==> src/rtl/add_n_sgn_pipe.sv <==
// add_n_sgn_pipe: two-stage pipelined N-operand signed adder/subtractor
// with valid/ready handshakes on both sides.
//   S1: sign-extends each operand to SW bits and negates it when its
//       subtract bit is set.
//   S2: sums all S1 terms and registers the result.
// Optional build macro ADD_N_SGN_PIPE_SAT_EN clamps the S2 sum to the
// BW-bit signed range and flags the clamp on out_ovf. Without it, the
// exact SW-bit sum is produced and out_ovf stays 0.
module add_n_sgn_pipe #(
    parameter int BW = 8,
    parameter int N  = 3
) (
    input  logic                      clk,
    input  logic                      rst,
    input  logic                      in_valid,
    output logic                      in_ready,
    input  logic [N*BW-1:0]           in_ops,
    input  logic [N-1:0]              in_sub,
    output logic                      out_valid,
    input  logic                      out_ready,
    output logic [BW+$clog2(N+1)-1:0] out_sum,
    output logic                      out_ovf
);

    // SW bits hold N terms of magnitude up to 2^(BW-1) without wrapping.
    localparam int SW = BW + $clog2(N + 1);

`ifdef ADD_N_SGN_PIPE_SAT_EN
    // Largest BW-bit signed value, sign-extended to SW bits. Its bitwise
    // complement is the most negative BW-bit value.
    localparam logic [SW-1:0] SAT_MAX = {{(SW-BW+1){1'b0}}, {(BW-1){1'b1}}};
    localparam logic [SW-1:0] SAT_MIN = ~SAT_MAX;
`endif

    logic          s1_valid_r;
    logic [SW-1:0] s1_term_r [N];
    logic [SW-1:0] ext_s     [N];
    logic [SW-1:0] term_s    [N];
    logic [SW-1:0] sum_s;
    logic [SW-1:0] sat_sum_s;
    logic          ovf_s;
    logic          s1_load_s;
    logic          s2_load_s;
    logic          accept_s;

    // Handshake: each stage advances when it is empty or its successor
    // advances. Reset gates in_ready so nothing is accepted during reset.
    always_comb begin
        s2_load_s = !out_valid || out_ready;
        s1_load_s = !s1_valid_r || s2_load_s;
        in_ready  = s1_load_s && !rst;
        accept_s  = in_valid && in_ready;
    end

    // S1 term formation: sign-extend each operand, then negate if selected.
    // Negation is exact because SW > BW, so -(-2^(BW-1)) is representable.
    always_comb begin
        for (int i = 0; i < N; i++) begin
            ext_s[i] = SW'($signed(in_ops[i*BW +: BW]));
            if (in_sub[i]) begin
                term_s[i] = -ext_s[i];
            end else begin
                term_s[i] = ext_s[i];
            end
        end
    end

    // S1 register: captures the terms of each accepted operand set.
    always_ff @(posedge clk) begin
        if (rst) begin
            s1_valid_r <= 1'b0;
            for (int i = 0; i < N; i++) begin
                s1_term_r[i] <= {SW{1'b0}};
            end
        end else if (s1_load_s) begin
            s1_valid_r <= accept_s;
            if (accept_s) begin
                s1_term_r <= term_s;
            end
        end
    end

    // S2 sum of all registered terms. Modular SW-bit addition equals the
    // exact signed sum because every partial sum fits in SW bits.
    always_comb begin
        sum_s = {SW{1'b0}};
        for (int i = 0; i < N; i++) begin
            sum_s = sum_s + s1_term_r[i];
        end
    end

    // Optional clamp of the sum to the BW-bit signed range.
    always_comb begin
`ifdef ADD_N_SGN_PIPE_SAT_EN
        if ($signed(sum_s) > $signed(SAT_MAX)) begin
            sat_sum_s = SAT_MAX;
            ovf_s     = 1'b1;
        end else if ($signed(sum_s) < $signed(SAT_MIN)) begin
            sat_sum_s = SAT_MIN;
            ovf_s     = 1'b1;
        end else begin
            sat_sum_s = sum_s;
            ovf_s     = 1'b0;
        end
`else
        sat_sum_s = sum_s;
        ovf_s     = 1'b0;
`endif
    end

    // S2 register: result, overflow flag and output valid. Held stable while
    // downstream stalls; loaded only with real data so bubbles keep the
    // last result visible.
    always_ff @(posedge clk) begin
        if (rst) begin
            out_valid <= 1'b0;
            out_sum   <= {SW{1'b0}};
            out_ovf   <= 1'b0;
        end else if (s2_load_s) begin
            out_valid <= s1_valid_r;
            if (s1_valid_r) begin
                out_sum <= sat_sum_s;
                out_ovf <= ovf_s;
            end
        end
    end

endmodule

==> config.mk <==
export PLATFORM = sky130hd
export DESIGN_NAME = add_n_sgn_pipe
export DESIGN_NICKNAME = d
export VERILOG_FILES = /design/src/rtl/add_n_sgn_pipe.sv
export SDC_FILE = /design/constraint.sdc
export NUM_CORES = 1
export LEC_CHECK = 0
export BUFFER_PORTS_ARGS = -buffer_cell sky130_fd_sc_hd__buf_4
export CAP_MARGIN = 25
export CORE_MARGIN = 4
export CORE_UTILIZATION = 55
export DETAILED_ROUTE_END_ITERATION = 10
export GPL_TIMING_DRIVEN = 0
export HOLD_SLACK_MARGIN = 0.02
export PLACE_DENSITY_LB_ADDON = 0.3
export REMOVE_ABC_BUFFERS = 1
export SLEW_MARGIN = 20
export SYNTH_ARGS = -nofsm -noshare
export SYNTH_HDL_FRONTEND = slang
export SYNTH_SLANG_ARGS = --single-unit
==> constraint.sdc <==
create_clock -name clk -period 2.9 [get_ports clk]
set_input_delay 0.435 -clock clk [delete_from_list [all_inputs] [get_ports clk]]
set_output_delay 0.435 -clock clk [all_outputs]
set_load 0.005 [all_outputs]
== After elaboration in Yosys (flattened, before gate mapping) ==
Cells that the tools add are included.
Storage, ports and cells
  bits in registers: 42
  bits in latches: 0
  memory bits (writable): 0
  memories: 0
  output and inout port bits: 13
  word-level logic and storage cells: 23
  memory bits (read-only): 0
Cells by class
  reductions and logical operators: 9
  $add $sub $neg: 5
  muxes and demuxes: 3
  multiply operators: 0
  magnitude comparators: 0
  shift operators: 0
  div/mod/pow operators: 0
  bitwise gates (word level): 0
  eq/ne operators: 0
Operator list (number)
  2-to-1 mux 10 bit: 3
  negator 10 bit: 3
  adder 10 bit: 2
  AND reduction 2 bit: 2
  zero test 1 bit: 3
  logical AND 1 bit: 2
  logical OR 1 bit: 2

== Longest topological paths before layout ==
  depth after elaboration: 6
  depth in mapped cells: 9
  gate-level depth less buffers: 9

== Worst setup path before layout ==
Ideal clock, no wire load.
  kind: reg-to-reg
  start point: register s1_term_r[1] (netlist bit)
  end point: register out_sum[9]
  buffers on the path: 0
  slack: 0.697 ns
  period minus slack after synthesis: 2.203 ns
  data required time: 2.826 ns
  stages on the path, launching flop included: 8
  arrival: 2.128 ns
  cell sequence: dfxtp_1 > fa_1 > ha_1 > fa_1 > nand3_1 > a211oi_1 > or3_1 > a31oi_1
Between the ends
  cells in the longest elaborated chain, start to end: 1
Ends and longest elaborated chain
  start, declared: RTL line 36  | logic [SW-1:0] s1_term_r [N];
  start signal, assigned by index: RTL line 73  | s1_term_r[i] <= {SW{1'b0}};
  start signal, assigned: RTL line 78  | s1_term_r <= term_s;
  adder 10 bit: RTL line 88  | sum_s = sum_s + s1_term_r[i];
  end signal, assigned: RTL line 117  | out_sum <= {SW{1'b0}};
  end signal, assigned: RTL line 122  | out_sum <= sat_sum_s;
  end, declared: RTL line 21  | output logic [BW+$clog2(N+1)-1:0] out_sum,
Every way passes these cells.
A chain may end at the register's enable or synchronous reset.

== Worst setup path after layout ==
Ends and elaborated chain as after synthesis.

==> results.yml <==
setup_path:
  r2r_slack_ns: 0.57
  end_kind: "flip-flop"
  crit_chain: "fa_1 > ha_1 > fa_1 > nand3_1 > a211oi_1 > or3_1 > a31oi_1"
  cp.arrival_ns: 2.56
  cp_common_cell: "fa_1"
  start_kind: "flip-flop"
  path_max_fanout: 4
  max_stage_delay_ns: 0.48
  required_ns: 3.13
  cp_slowest_cell: "fa_1"
  path_class: "flip-flop to flip-flop"
flow_run:
  max_cap_violations: 0
timing:
  finalHoldViolations: 0
  finalSetupTns_ns: 0
  tightest_slew_ns: 0.692
  relSlewSlack: 0.538
  min_period_ns: 2.33
  grt_setup_unrepaired: "no"
  skew_ns: 0.00834
  setup_viol: 0
  min_period_over_period: 0.805
  fmax_mhz: 428
  slew_viol_final: 0
die:
  die_area_sq_um: 5790
  dieWidth_microns: 76.1
  design.portCount: 44
  start_util: 0.578
  row_count: 24
  die_h_microns: 76.1
  fp.coreArea_sq_um: 4410
global_route:
  grt_max_degree: 42
  grt_pass1_vias: 1948
  grtUsageTotal: 0.179
  antenna_found_initial: 0
  gr-total-overflow: 0
  grt_pass1_wl_microns: 8670
finish:
  final_nets: 370
  final_cell_count_no_fill: 370
  stdcell_area_sq_um: 2940
  fin_util: 0.666
  synthToLayoutAreaGrowth_pct: 15.3
  drive_above_1_share: 0.179
  layout_common_cells: "42 x buf_4, 42 x dfxtp_1, 26 x o21ai_0"
  fillers: 386
  antenna_cells: 0
power_and_ir_drop:
  p_switching_mw: 0.441
  switching_share: 0.311
  vdd_ir_drop_max_mv: 0.329
  power_mw: 1.42
  power.share.clock: 0.257
  p_leak_nw: 1.29
  power_density_nw_per_um2: 483
  p_int_mw: 0.979
  p_comb_frac: 0.274
  seqPwrFrac: 0.469
yosys:
  synth_warnings: 0
  async_flop_share: 0
  syn_inst: 286
  ys_ff_latch: 42
  postSynthAreaPerCell_sq_um: 8.92
  ys.flop_type: "dfxtp_1"
  synth.distinct_cells: 42
  netlist_area_sq_um: 2550
  synth_edf_count: 0
  yosysSeqAreaShare: 0.330
clocking:
  postCtsSetupRepairBufs: 0
  ctsHoldBuffers: 0
  cts_tree: "done"
  cts_resized: 0
  clock_sink_count: 42
  clock_latency_ns: 0.30
  clkSlewWorstSetupHoldPaths_ns: 0.08
  cts-root-buf: "clkbuf_8"
  cts-htree-levels: 2
  cts_buffer_depth: 2
  numCtsBuffers: 5
place:
  place.port_buffers: 42
  place_inst: 363
  hpwl_microns: 3990
  dpl_cell_area_sq_um: 2860
  routabilityCongestion: 0.834
drt:
  vias: 2090
  wire_per_inst_microns: 13.8
  ant_nets: 0
  drt_iter0_drc: 93
  post-route-drc-count: 0
  dr.pass1.iters: 4
  routed_via_density: 5.65
  drt-total-wl_microns: 5110
worst_hold_path:
  min_path_type: "primary input to flip-flop"
run_status:
  status: "completed"
-- synth_stat cells, types with 4 or more instances --
cell type,n,share of area
a21o_1,7,0.021
inv_1,13,0.019
a211oi_1,7,0.021
o21ai_0,26,0.051
nor3_1,4,0.0079
ha_1,11,0.054
xor2_1,16,0.055
xnor2_1,8,0.027
nor2_1,14,0.021
clkbuf_1,10,0.015
a21oi_1,16,0.031
nor2b_1,6,0.015
nand3_1,25,0.049
o31ai_1,9,0.026
fa_1,10,0.079
dfxtp_1,42,0.33
nand2_1,17,0.025
buf_2,4,0.0079
-- state kept, by name (all words and copies together) (netlist names) --
| signal | flops |
|---|---|
| out_sum | 10 |
| s1_term_r | 30 |
| s1_valid_r | 1 |
| out_valid | 1 |
-- critical path: cells and delay by family, from the launching register on --
| kind | cells | cell delay, ns |
|---|---|---|
| compound gates | 2 | 0.25 |
| fa+ha+maj | 3 | 1.14 |
| flops | 1 | 0.33 |
| simple gates | 2 | 0.54 |
-- worst paths after layout --
| check | start | end | cells after the start |
|---|---|---|---|
| worst min register to register | out_sum[2]$_SDFFE_PP0P_ | out_sum[2]$_SDFFE_PP0P_ | 2 |
| worst max register to register | s1_term_r[1]$_SDFFE_PP0P_ | out_sum[9]$_SDFFE_PP0P_ | 7 |
| worst min-delay path | in_ops[0] | s1_term_r[20]$_SDFFE_PP0P_ | 3 |
| worst max-delay path | s1_term_r[1]$_SDFFE_PP0P_ | out_sum[9]$_SDFFE_PP0P_ | 7 |
-- cell families (layout without fill, tap and decap cells) --
kind of cell,count (synthesis),count (layout),synth area share
simple gates,83,83,0.169
compound gates,81,81,0.224
flops,42,42,0.330
buf+inv,31,63,0.0491
xor+xnor,24,24,0.0824
fa+ha+maj,21,21,0.132
mux,3,3,0.0118
other cells,1,1,0.00147
-- power by group through the flow --
stage / logic [mW] / clock network, mW / registers, mW
final: 0.389 / 0.365 / 0.666
after global routing: 0.440 / 0.394 / 0.675
after CTS: 0.392 / 0.365 / 0.667
after detailed placement: 0.389 / 0 / 0.680
after global placement: 0.378 / 0 / 0.678
after floorplan: 0.247 / 0 / 0.674
-- area by class of cell --
| cell class | instances | area [sq um] | area share |
|---|---|---|---|
| clock buffer | 7 | 76.3 | 0.0260 |
| inverter | 14 | 52.6 | 0.0179 |
| multi-input combinational | 213 | 1590 | 0.541 |
| sequential | 42 | 841 | 0.286 |
| tap | 52 | 65.1 | 0.0221 |
| timing repair buffer | 42 | 315 | 0.107 |
-- metrics by stage --
stage	hold WS, ns	setup slack [ns]
after global routing	0.384	0.476
after CTS	0.365	0.566
final	0.369	0.566
after floorplan	0.447	0.697
after global placement	0.449	-0.0281
after detailed placement	0.450	0.462
-- routing by layer --
metal	GRT usage	share of wire
met1	0.238	0.47
met2	0.290	0.47
met3	0.0355	0.038
met4	0.0594	0.017
met5	0	0
Note: power is estimated with default switching activity, not from simulation.
